`config.mk`:
```
export PLATFORM = sky130hd
export DESIGN_NAME = jtcps1_cfg_tx_flat
export DESIGN_NICKNAME = d
export VERILOG_FILES = /design/src/rtl/jtcps1_cfg_tx_pkg.sv /design/src/rtl/jtcps1_cfg_tx_if.sv /design/src/rtl/jtcps1_cfg_tx.sv /design/src/flat_wrapper.sv
export SDC_FILE = /design/constraint.sdc
export NUM_CORES = 1
export LEC_CHECK = 0
export CAP_MARGIN = 20
export CELL_PAD_IN_SITES_DETAIL_PLACEMENT = 1
export CELL_PAD_IN_SITES_GLOBAL_PLACEMENT = 1
export CORE_MARGIN = 8
export CORE_UTILIZATION = 35
export DETAILED_ROUTE_END_ITERATION = 8
export PLACE_DENSITY = 0.61
export SLEW_MARGIN = 20
export SYNTH_ARGS = -nofsm -noshare
export SYNTH_HDL_FRONTEND = slang
export SYNTH_SLANG_ARGS = --single-unit
```
`constraint.sdc`:
```
create_clock -name clk -period 4.4 [get_ports clk]
set_clock_uncertainty 0.15 [all_clocks]
set_input_delay 1.1 -clock clk [delete_from_list [all_inputs] [get_ports clk]]
set_output_delay 1.1 -clock clk [all_outputs]
set_load 0.01 [all_outputs]
```
`src/rtl/jtcps1_cfg_tx_pkg.sv`:
```
// Shared constants and FSM encoding for the CPS-B configuration transmitter.
package jtcps1_cfg_tx_pkg;

  localparam int DEF_REGSIZE = 24;
  localparam int DEF_GAP     = 2;

  typedef enum logic [2:0] {
    ST_IDLE     = 3'd0,
    ST_CAPTURE  = 3'd1,
    ST_SEND     = 3'd2,
    ST_GAP_WAIT = 3'd3,
    ST_DONE     = 3'd4
  } cfg_st_e;

endpackage

```
`src/rtl/jtcps1_cfg_tx_if.sv`:
```
// Download-side and MMR-chain-side signals of the configuration transmitter.
interface jtcps1_cfg_tx_if;

  logic        downloading;
  logic [21:0] ioctl_addr;
  logic [7:0]  ioctl_data;
  logic        ioctl_wr;
  logic        resend;
  logic        cfg_we;
  logic [7:0]  cfg_data;
  logic        cfg_done;
  logic        cfg_err;

  modport master (
    output downloading, ioctl_addr, ioctl_data, ioctl_wr, resend,
    input  cfg_we, cfg_data, cfg_done, cfg_err
  );

  modport slave (
    input  downloading, ioctl_addr, ioctl_data, ioctl_wr, resend,
    output cfg_we, cfg_data, cfg_done, cfg_err
  );

endinterface

```
`src/rtl/jtcps1_cfg_tx.sv`:
```
// Captures the CPS-B configuration bytes from the ROM download and shifts
// them, byte 0 first, into the MMR configuration chain.
//
// state       | meaning
// ST_IDLE     | nothing captured since reset
// ST_CAPTURE  | download running, buffer accepts window writes
// ST_SEND     | drive one cfg_we pulse with buffer[idx]
// ST_GAP_WAIT | idle clocks between pulses
// ST_DONE     | chain loaded, resend allowed
module jtcps1_cfg_tx
  import jtcps1_cfg_tx_pkg::*;
#(
  parameter int          REGSIZE   = DEF_REGSIZE,
  parameter logic [21:0] CFG_START = 22'h0,
  parameter int          GAP       = DEF_GAP
) (
  input  logic            clk,
  input  logic            rst,
  jtcps1_cfg_tx_if.slave  bus
);

  localparam int             IW       = (REGSIZE > 1) ? $clog2(REGSIZE) : 1;
  localparam logic [IW-1:0]  LAST_IDX = IW'(REGSIZE - 1);
  localparam logic [3:0]     GAP_LOAD = (GAP > 0) ? 4'(GAP - 1) : 4'd0;

  logic [7:0]         buffer [REGSIZE];
  logic [REGSIZE-1:0] seen;
  cfg_st_e            st, st_nx;
  logic [IW-1:0]      idx, idx_nx;
  logic [3:0]         gap_cnt, gap_nx;
  logic               err_q, err_nx;
  logic               dl_q;
  logic               dl_rise, dl_fall;
  logic [21:0]        off;
  logic               in_win, wr_en;
  logic               we;

  assign dl_rise = bus.downloading & ~dl_q;
  assign dl_fall = ~bus.downloading & dl_q;

  // Addresses below CFG_START wrap to large offsets and fall outside the window
  assign off    = bus.ioctl_addr - CFG_START;
  assign in_win = off < 22'(REGSIZE);
  assign wr_en  = (st == ST_CAPTURE) && bus.downloading && bus.ioctl_wr && in_win && !rst;

  always_comb begin
    st_nx  = st;
    idx_nx = idx;
    gap_nx = gap_cnt;
    err_nx = err_q;
    we     = 1'b0;
    case (st)
      ST_IDLE: begin
        if (dl_rise) st_nx = ST_CAPTURE;
      end
      ST_CAPTURE: begin
        if (dl_fall) begin
          st_nx  = ST_SEND;
          idx_nx = '0;
          gap_nx = '0;
          err_nx = ~&seen;
        end
      end
      ST_SEND: begin
        if (dl_rise) begin
          st_nx = ST_CAPTURE;
        end else begin
          we = 1'b1;
          if (idx == LAST_IDX) begin
            st_nx = ST_DONE;
          end else begin
            idx_nx = idx + IW'(1);
            if (GAP != 0) begin
              st_nx  = ST_GAP_WAIT;
              gap_nx = GAP_LOAD;
            end
          end
        end
      end
      ST_GAP_WAIT: begin
        if (dl_rise)           st_nx = ST_CAPTURE;
        else if (gap_cnt == 0) st_nx = ST_SEND;
        else                   gap_nx = gap_cnt - 4'd1;
      end
      ST_DONE: begin
        if (dl_rise) begin
          st_nx = ST_CAPTURE;
        end else if (bus.resend) begin
          st_nx  = ST_SEND;
          idx_nx = '0;
        end
      end
      default: st_nx = ST_IDLE;
    endcase
  end

  always_ff @(posedge clk) begin
    if (rst) begin
      st      <= ST_IDLE;
      idx     <= '0;
      gap_cnt <= '0;
      err_q   <= 1'b0;
      dl_q    <= 1'b0;
      seen    <= '0;
    end else begin
      st      <= st_nx;
      idx     <= idx_nx;
      gap_cnt <= gap_nx;
      err_q   <= err_nx;
      dl_q    <= bus.downloading;
      if (dl_rise)    seen <= '0;
      else if (wr_en) seen[off[IW-1:0]] <= 1'b1;
    end
  end

  always_ff @(posedge clk) begin
    if (wr_en) buffer[off[IW-1:0]] <= bus.ioctl_data;
  end

  // Outputs are gated by rst and dl_rise so both take effect in the same cycle
  assign bus.cfg_we   = we & ~rst;
  assign bus.cfg_data = (we && !rst && seen[idx]) ? buffer[idx] : 8'h00;
  assign bus.cfg_done = (st == ST_DONE) && !dl_rise && !rst;
  assign bus.cfg_err  = err_q;

endmodule

```
`src/flat_wrapper.sv`:
```
// flat-port wrapper written by rule: the top's interface ports become plain ports
module jtcps1_cfg_tx_flat import jtcps1_cfg_tx_pkg::*;
#(
  parameter int          REGSIZE   = DEF_REGSIZE,
  parameter logic [21:0] CFG_START = 22'h0,
  parameter int          GAP       = DEF_GAP
)
  (clk, rst, bus_downloading, bus_ioctl_addr, bus_ioctl_data, bus_ioctl_wr, bus_resend, bus_cfg_we, bus_cfg_data, bus_cfg_done, bus_cfg_err);
  jtcps1_cfg_tx_if bus_i ();
  input  logic clk;
  input  logic rst;
  input wire logic [$bits(bus_i.downloading)-1:0] bus_downloading;
  input wire logic [$bits(bus_i.ioctl_addr)-1:0] bus_ioctl_addr;
  input wire logic [$bits(bus_i.ioctl_data)-1:0] bus_ioctl_data;
  input wire logic [$bits(bus_i.ioctl_wr)-1:0] bus_ioctl_wr;
  input wire logic [$bits(bus_i.resend)-1:0] bus_resend;
  output wire logic [$bits(bus_i.cfg_we)-1:0] bus_cfg_we;
  output wire logic [$bits(bus_i.cfg_data)-1:0] bus_cfg_data;
  output wire logic [$bits(bus_i.cfg_done)-1:0] bus_cfg_done;
  output wire logic [$bits(bus_i.cfg_err)-1:0] bus_cfg_err;
  assign bus_i.downloading = bus_downloading;
  assign bus_i.ioctl_addr = bus_ioctl_addr;
  assign bus_i.ioctl_data = bus_ioctl_data;
  assign bus_i.ioctl_wr = bus_ioctl_wr;
  assign bus_i.resend = bus_resend;
  assign bus_cfg_we = bus_i.cfg_we;
  assign bus_cfg_data = bus_i.cfg_data;
  assign bus_cfg_done = bus_i.cfg_done;
  assign bus_cfg_err = bus_i.cfg_err;
  jtcps1_cfg_tx #(.REGSIZE(REGSIZE), .CFG_START(CFG_START), .GAP(GAP)) u_core (.clk(clk), .rst(rst), .bus(bus_i));
endmodule
```
* After elaboration in Yosys (flattened, before gate mapping) *
Memory sizes are Yosys's and may differ from the RTL's. A register that Yosys moved wholly into a read port is not among the register bits.
Cells that the tools add are included.

cells by class
  $add $sub $neg = 2
  order comparisons = 4
  equality and inequality tests = 15
  multiplexer cells = 32
  bitwise logic cells = 7
  reductions and logical operators = 22

operators with widths
  kind                                                                           number
  5-bit two-way mux                                                              7
  3-bit two-way mux                                                              8
  24-bit bitwise OR                                                              1
  24-bit AND reduction                                                           1
  22-bit by 5-bit less-than comparator with 1-bit output, second input constant  1
  4-bit two-way mux                                                              5
  3-bit one-hot mux with 5 select lines                                          1
  5-bit one-hot mux with 3 select lines                                          1
  5-bit by 6-bit less-than comparator with 1-bit output, second input constant   2
  2-bit inequality test, second input constant                                   6
  4-bit one-hot mux with 3 select lines                                          1
  6-bit AND reduction                                                            2
  1-bit logical AND                                                              9
  8-bit two-way mux                                                              1
  3-bit by 2-bit == test with 1-bit output, second input constant                2
  1-bit two-way mux                                                              6
  3-bit nonzero test                                                             2
  5-bit by 1-bit adder with 5-bit output, second input constant                  1
  1-bit binary-select mux with 5-bit select                                      1
  1-bit demux with 5-bit select                                                  1
  5-bit == test, second input constant                                           1
  5-bit by 1-bit >= comparator with 1-bit output, second input constant          1
  4-bit zero test                                                                1
  2-bit by 1-bit inequality test with 1-bit output, second input constant        2
  other kinds (12)                                                               18

word-level totals
  register bits after elaboration = 38
  bits in writable memories = 192
  input port bits = 35
  word-level logic and storage cells = 89
  memories = 1

memory list
  memory         words  bits a word  read ports  clocked after memory_dff  wr ports  RTL line             source
  u_core.buffer  24     8            1           1                         1         jtcps1_cfg_tx.sv:26  logic [7:0] buffer [REGSIZE];

* Longest topological paths before layout *
Gate-level depths: netlist of the first run.

  depth after elaboration = 7
  gate-level depth with buffers = 8
  depth with buffers taken out = 7

* Least setup slack after synthesis of the first run *
Ideal clock, no wire load.

  kind = input to output
  from = input rst
  to = output bus_cfg_data[1]
  arrival time = 2.396 ns
  path slack = 0.754 ns
  stages = 5
  path through = clkbuf_1 -> nor3_2 -> o2111ai_1 -> o211a_4 -> nor4_1

between the ends
  word-level cells in the longest chain between the ends = 4

RTL lines
  element                          RTL line              source
  from (decl)                      flat_wrapper.sv:11    input logic rst;
  1-bit zero test                  jtcps1_cfg_tx.sv:122  assign bus.cfg_data = (we && !rst && seen[idx]) ? buffer[idx] : 8'h00;
  1-bit logical AND (2 in series)  jtcps1_cfg_tx.sv:122
  8-bit two-way mux                jtcps1_cfg_tx.sv:122
  to (decl)                        flat_wrapper.sv:18    output wire logic [$bits(bus_i.cfg_data)-1:0] bus_cfg_data;

Every way passes these cells.

* Final worst setup path of the first run *
  from = input bus_downloading
  to = output bus_cfg_data[1]

between the ends
  word-level cells in the longest chain between the ends = 6

RTL lines
  element                          RTL line              source
  from (decl)                      flat_wrapper.sv:12    input wire logic [$bits(bus_i.downloading)-1:0] bus_downloading;
  1-bit AND                        jtcps1_cfg_tx.sv:38   assign dl_rise = bus.downloading & ~dl_q;
  1-bit two-way mux                jtcps1_cfg_tx.sv:65   if (dl_rise) begin
  1-bit two-way mux                jtcps1_cfg_tx.sv:52   case (st)
  1-bit logical AND (2 in series)  jtcps1_cfg_tx.sv:122
  8-bit two-way mux                jtcps1_cfg_tx.sv:122

Every way passes these cells.

==> impl_results.md, run 1 <==
* Status: complete, no violations
* First-pass GRT wire length at ~36000 um
* Die Span X at about 180 um
* Dpl hpwl at approximately 16000 um
* ANT nets after route at 0
* Mapped Nets at 606
* Synthesized flop and latch total at 235
* Maxcap violations at 0
* Yosys warns at 0
* Worst slack at placement at -0.204 ns
* Reg2reg start: u_core.st[2]
* P_leak at approximately 3.6 nW
* Placer Congestion at 0.808
* Initial antenna violation count at 0
* Ports at between 40 and 50
* Hold path startpoint: u_core.seen[18]
* Crit path arrival time at 3.02 ns
* Synthesized area at 9610 um^2
* Hold Path Class: reg -> reg
* Post-synthesis cell count at roughly 570
* Pin count of the biggest net entering global routing at 33
* Critical Path Source Type: input port
* Post-synth EDFFs at 192
* R2R setup slack at 1.76 ns
* Core Area at between 20000 and 30000 um^2
* Post-Route WL at ~24000 um
* Vias in the first global route at a little under 6000
* Post-synthesis average cell area at 16.9 um^2
* Fin worst setup slack at approximately 0.13 ns
* Clock sink count at about 240
* CP startpoint: bus_downloading
* Antenna cells at 0
* Netlist cell types at 60
* Setup crit end: bus_cfg_data[1]
* DRC viols at 0
* Vias/cell at 5.36
* Routed wire length per instance at approximately 23 um
* Hold path depth at 1
* Gr usage total at between 10 and 15%
* Remaining Overflow, GRT at 0
* Worst vdd ir at ~0.23 mV
* CTS tree: yes
* Cell Rows at 60
* I/O Buffers at between 40 and 50
* Crit-path max FO at 7
* Kind of critical path: in -> out
* Initial Util at about 36%
* Non-filler cells, final at ~1000
* Max-Slew Margin vs Limit at about a third
* Crit path time final at between 4 and 5 ns
* Fin Setup TNS at 0 ns
* Worst reg2reg path depth at 4
* Vias at approximately 5400
* Total Power at 4.72 mW
* Worst-Skew Late Latency at roughly 0.53 ns
* Clk slew on worst S/H paths at around 0.06 ns
* PwrDens at 408 nW/um^2
* CTS Buf Count at 25
* Worst R2R End: u_core.buffer[1][7]
* Sequential share of the synthesized area at between 60% and 70%
* H-Tree Depth at 1
* Final Setup Violations at 0
* Synth async-reset ratio at 0%
* Final period util at 97.1%
* Clk Tree Root Cell: clkbuf_16
* Synthesis-to-layout area growth at 20.1%
* Critical Path End Type: output pin
* 1st-pass router iterations at 5
* Layout cells sized above 1 at 22.5%
* Number of nets in the layout at approximately 700
* Final slew viol count at 0
* Die Area at about 33000 um^2
* Fillers at roughly 2600
* Worst slew pin tran at between 0.9 and 1 ns
* Final hold violations at 0
* Die span in y at roughly 180 um
* RSZ-0062 raised after global routing: false
* Initial DRC Count at 352
* Clock Path Buffers at 3
* F_max at 0.234 GHz
* Dpl cells at 960
* Layout Utilization at 42.8%
* Worst Path Required at ~3.2 ns
* Ys flop type: edfxtp_1
==> layout by cell type (no fill, tap or decap), types with 3 or more instances in the layout <==
master | netlist | layout
o22ai_1 | 8 | 8
nand2b_1 | 7 | 7
dfxtp_1 | 43 | 41
clkdlybuf4s50_1 | 0 | 37
a22oi_1 | 13 | 13
buf_4 | 4 | 36
nor4_1 | 12 | 11
a21oi_1 | 12 | 12
bufinv_16 | 0 | 3
clkbuf_16 | 0 | 26
nand4_1 | 6 | 6
o21a_1 | 25 | 25
clkbuf_1 | 11 | 7
nor4_2 | 2 | 3
a2111oi_0 | 7 | 6
nand2_1 | 6 | 6
or3b_1 | 3 | 3
clkinv_2 | 0 | 4
nor2b_1 | 16 | 16
buf_12 | 0 | 3
nor2_1 | 25 | 25
nand3b_1 | 3 | 3
edfxtp_1 | 192 | 192
nand3_1 | 3 | 3
nor3_1 | 6 | 6
a221oi_1 | 3 | 3
dlygate4sd2_1 | 0 | 5
mux2i_1 | 48 | 48
mux4_2 | 36 | 36
inv_1 | 6 | 6
nor2_2 | 18 | 18
==> worst min-delay path by stage <==
| stage | end | slack, ns |
|---|---|---|
| floorplan | u_core.seen[7] | 0.31 |
| global placement | u_core.seen[19] | 0.32 |
| detailed placement | u_core.seen[3] | 0.34 |
| CTS | u_core.seen[18] | 0.35 |
| global route | u_core.seen[22] | 0.37 |
| finish | u_core.seen[18] | 0.35 |
==> flip-flops by register name (all words and copies together) (netlist names), named ones only <==
register,cells
u_core.buffer,192
u_core.bus.cfg_err,1
u_core.dl_q,1
u_core.gap_cnt,4
u_core.idx,5
u_core.seen,24
u_core.st,3
==> logic make-up after synthesis <==
group / share of synthesized area (%)
fa+ha+maj: 0.260
flops: 68.9
xor+xnor: 0.182
compound gates: 6.61
mux: 13.6
simple gates: 8.73
buf+inv: 1.72
==> worst max-delay path: stages <==
cell	delay (ns)
clkdlybuf4s50_1	0.41
nor2b_1	0.21
nor4_4	0.26
o2111ai_1	0.17
o211a_4	0.24
nor4_2	0.32
dlygate4sd2_1	0.31
==> synth_stat cells, types with 2 or more instances <==
cell	count	area share, %
and3_1	2	0.13
xnor2_1	2	0.18
nand2_1	6	0.23
a21oi_1	12	0.62
nor2b_1	16	1.0
edfxtp_1	192	60
a2111oi_0	7	0.64
ha_1	2	0.26
nor2_1	25	0.98
a22oi_1	13	1.0
or3b_1	3	0.27
dfxtp_1	43	9.0
nand3b_1	3	0.23
nor4_1	12	0.78
o22ai_1	8	0.52
buf_2	9	0.47
mux2i_1	48	5.0
nor3_1	6	0.31
o21a_1	25	2.0
clkbuf_1	11	0.43
and2_1	2	0.13
a221oi_1	3	0.27
or3b_2	2	0.18
nor2_2	18	1.2
nor3b_1	2	0.16
nand4b_4	2	0.49
mux4_2	36	8.4
o2111ai_1	2	0.18
nor4_2	2	0.26
o221ai_1	2	0.18
nand4_1	6	0.39
inv_1	6	0.23
buf_6	2	0.23
a211oi_1	2	0.16
nand3_1	3	0.16
nand2b_1	7	0.46
buf_4	4	0.31
==> where the power goes <==
part	internal (mW)	switching, mW
Sequential	2.41	0.00649
Combinational	0.0578	0.0777
Clock	1.29	0.884
Total	3.75	0.968
==> through the flow <==
step / cell area [um^2] / hold slack (ns)
floorplan: 9610 / 0.307
global route: 11500 / 0.374
detailed placement: 10600 / 0.335
global placement: 10600 / 0.321
finish: 11500 / 0.348
CTS: 11400 / 0.350
==> what timing repair did <==
item,CTS,global route
hold endpoints to repair,0,0
gates resized for setup,10,6
buffers inserted,0,8
setup endpoints to repair,8,2
cloned,0,0
hold buffers,0,0
==> final cells by class <==
cell class	instances	area, um^2	area share [%]
well taps	341	427	3.69
inverters	6	22.5	0.195
multi-input cells	301	2830	24.5
clock buffers	34	691	5.98
flip-flops and latches	235	6630	57.4
repair buffers	85	795	6.88
clock inverters	11	151	1.31
==> metal layers <==
layer | wire (um) | up-vias | GRT usage, %
met5 | 0 | - | 0
met4 | 313 | 0 | 3.31
met3 | 1350 | 24 | 2.75
met2 | 11400 | 127 | 23.2
met1 | 10400 | 2814 | 19.0
li1 | - | 2467 | -
(Power assumes the default switching activity.)
==> run 2: changes to the inputs <==
- PLACE_DENSITY: 0.61 -> unset
- PLACE_DENSITY_LB_ADDON: unset -> 0.1
==> impl_results.md, run 2 (synthesis gave the netlist of run 1 again) <==
* Hold Path Class: reg -> reg
* Fillers at 2626 (-0.38%)
* Critical Path End Type: output pin
* Non-filler cells, final at 1016 (+0.30%)
* CTS tree: yes
* Worst hold margin at 0.350 ns (+0.00232 ns)
* F_max at 0.234 GHz (-0.27%)
* Max-Slew Margin vs Limit at 29.9% (-5.3 points)
* Crit path arrival time at 3.03 ns (about the same)
* Routed wire length per instance at 24.1 um (+4.0%)
* Core Area at 27000 um^2 (unchanged)
* Layout cells sized above 1 at 23.9% (+1.4 points)
* RSZ-0062 raised after global routing: false
* Initial antenna violation count at 0 (unchanged)
* Clock Path Buffers at 3 (unchanged)
* Vias at 5489 (+1.0%)
* ANT nets after route at 0 (unchanged)
* Clk Tree Root Cell: clkbuf_16
* Maxcap violations at 0 (unchanged)
* Layout Utilization at 42.9% (+0.074 points)
* Dpl cells at 966 (+0.63%)
* Status: complete, no violations
* Worst slew pin tran at 1.05 ns (+0.0786 ns)
* Crit-path max FO at 7 (unchanged)
* Largest stage delay on the critical path at 0.43 ns (+0.02 ns)
* Vias in the first global route at 5854 (+0.50%)
* Synthesis-to-layout area growth at 20.3%
* Final period util at 97.3% (+0.26 points)
* Initial DRC Count at 269 (-24%)
* PwrDens at 414 nW/um^2 (+1.3%)
* Dpl hpwl at 16200 um (+2.9%)
* Post-Route WL at 24500 um (+4.3%)
* Commonest non-fill, non-tap cells in the layout: 192 x edfxtp_1, 48 x mux2i_1, 41 x dfxtp_1
* Worst path cell trace: clkdlybuf4s50_1, nor2b_2, nor4_4, nand2_1, o211a_4, buf_6, nor4_2, buf_2
* Cell Rows at 60 (unchanged)
* Final slew viol count at 0 (unchanged)
* Critical path buffers and inverters at 3 (+1)
* Vias/cell at 5.40 (+0.75%)
* Initial Util at 35.7% (unchanged)
* Worst vdd ir at 0.279 mV (+21%)
* DRC viols at 0 (unchanged)
* Final hold violations at 0 (unchanged)
* Clock sink count at 235 (unchanged)
* Number of flip-flops in the largest register at 192 (unchanged)
* Antenna cells at 0 (unchanged)
* Placer Congestion at 0.741 (-8.2%)
* Die span in y at 182 um (unchanged)
* 1st-pass router iterations at 5 (unchanged)
* Worst Path Required at 3.15 ns (about the same)
* I/O Buffers at 45 (unchanged)
* Critical Path Source Type: input port
* Gr usage total at 14.7% (+0.59 points)
* Die Area at 33000 um^2 (unchanged)
* Worst-Skew Late Latency at 0.54 ns (about the same)
* CTS Buf Count at 27 (+8.0%)
* Pin count of the biggest net entering global routing at 25 (-24%)
* Clk slew on worst S/H paths at 0.06 ns (about the same)
* Ports at 46 (unchanged)
* P_leak at 3.59 nW (-0.49%)
* Kind of critical path: in -> out
* Total Power at 4.79 mW (+1.5%)
* Critical path's top delay family: simple AND/OR/NAND/NOR gates
* Number of nets in the layout at 692 (+0.14%)
* Critical-path top delay cell: clkdlybuf4s50_1
* Remaining Overflow, GRT at 0 (unchanged)
* First-pass GRT wire length at 37100 um (+3.1%)
* Final Setup Violations at 0 (unchanged)
* Most common cell after layout, fill and taps aside: edfxtp_1
* H-Tree Depth at 1 (unchanged)
* Die Span X at 182 um (unchanged)
* Crit path time final at 4.28 ns (+0.0114 ns)
* Hold_buf cts at 0 (unchanged)
-- run 2: power by group --
part           switching, mW  internal [mW]
Sequential           0.00704           2.41
Clock                  0.900           1.34
Combinational         0.0770         0.0571
-- run 2: metrics by stage --
stage / instance area, um^2 / TNS [ns] / setup slack, ns
2_1_floorplan: 9610 / 0 / 0.754
5_1_grt: 11600 / 0 / 0.00510
3_3_place_gp: 10700 / -0.845 / -0.165
6_report: 11600 / 0 / 0.118
3_5_place_dp: 10700 / -1.41 / -0.271
4_1_cts: 11600 / -0.0148 / -0.0148
-- run 2: layout make-up --
class,count,area [um^2],area share (%)
Clock inverter,15,164,1.42
Timing Repair Buffer,84,738,6.38
Multi-Input combinational cell,301,2860,24.7
Sequential cell,235,6630,57.4
Tap cell,341,427,3.69
Clock buffer,34,722,6.24
Inverter,6,22.5,0.195
-- run 2: worst paths after layout --
path                   start               to  slack (ns)  cells after the start
max          bus_downloading  bus_cfg_data[1]        0.12                      8
max reg2reg    u_core.idx[0]        flip-flop        1.57                      6
min          u_core.seen[19]  u_core.seen[19]        0.35                      1
min reg2reg  u_core.seen[19]  u_core.seen[19]        0.35                      1
-- run 2: per-layer routing --
layer,vias up,part of all wire (%),global-route usage (%)
met1,2874,48,20.5
met4,0,1.0,2.85
li1,2476,-,-
met5,-,0,0
met2,120,47,23.9
met3,19,4.3,2.48
-- run 2: repair_timing --
item,4_1_cts,5_1_grt
endpoints found under the setup margin,8,7
resized for setup,21,20
setup buffers,1,0
pin swaps,2,3
cloned,0,0
hold endpoints to repair,0,0
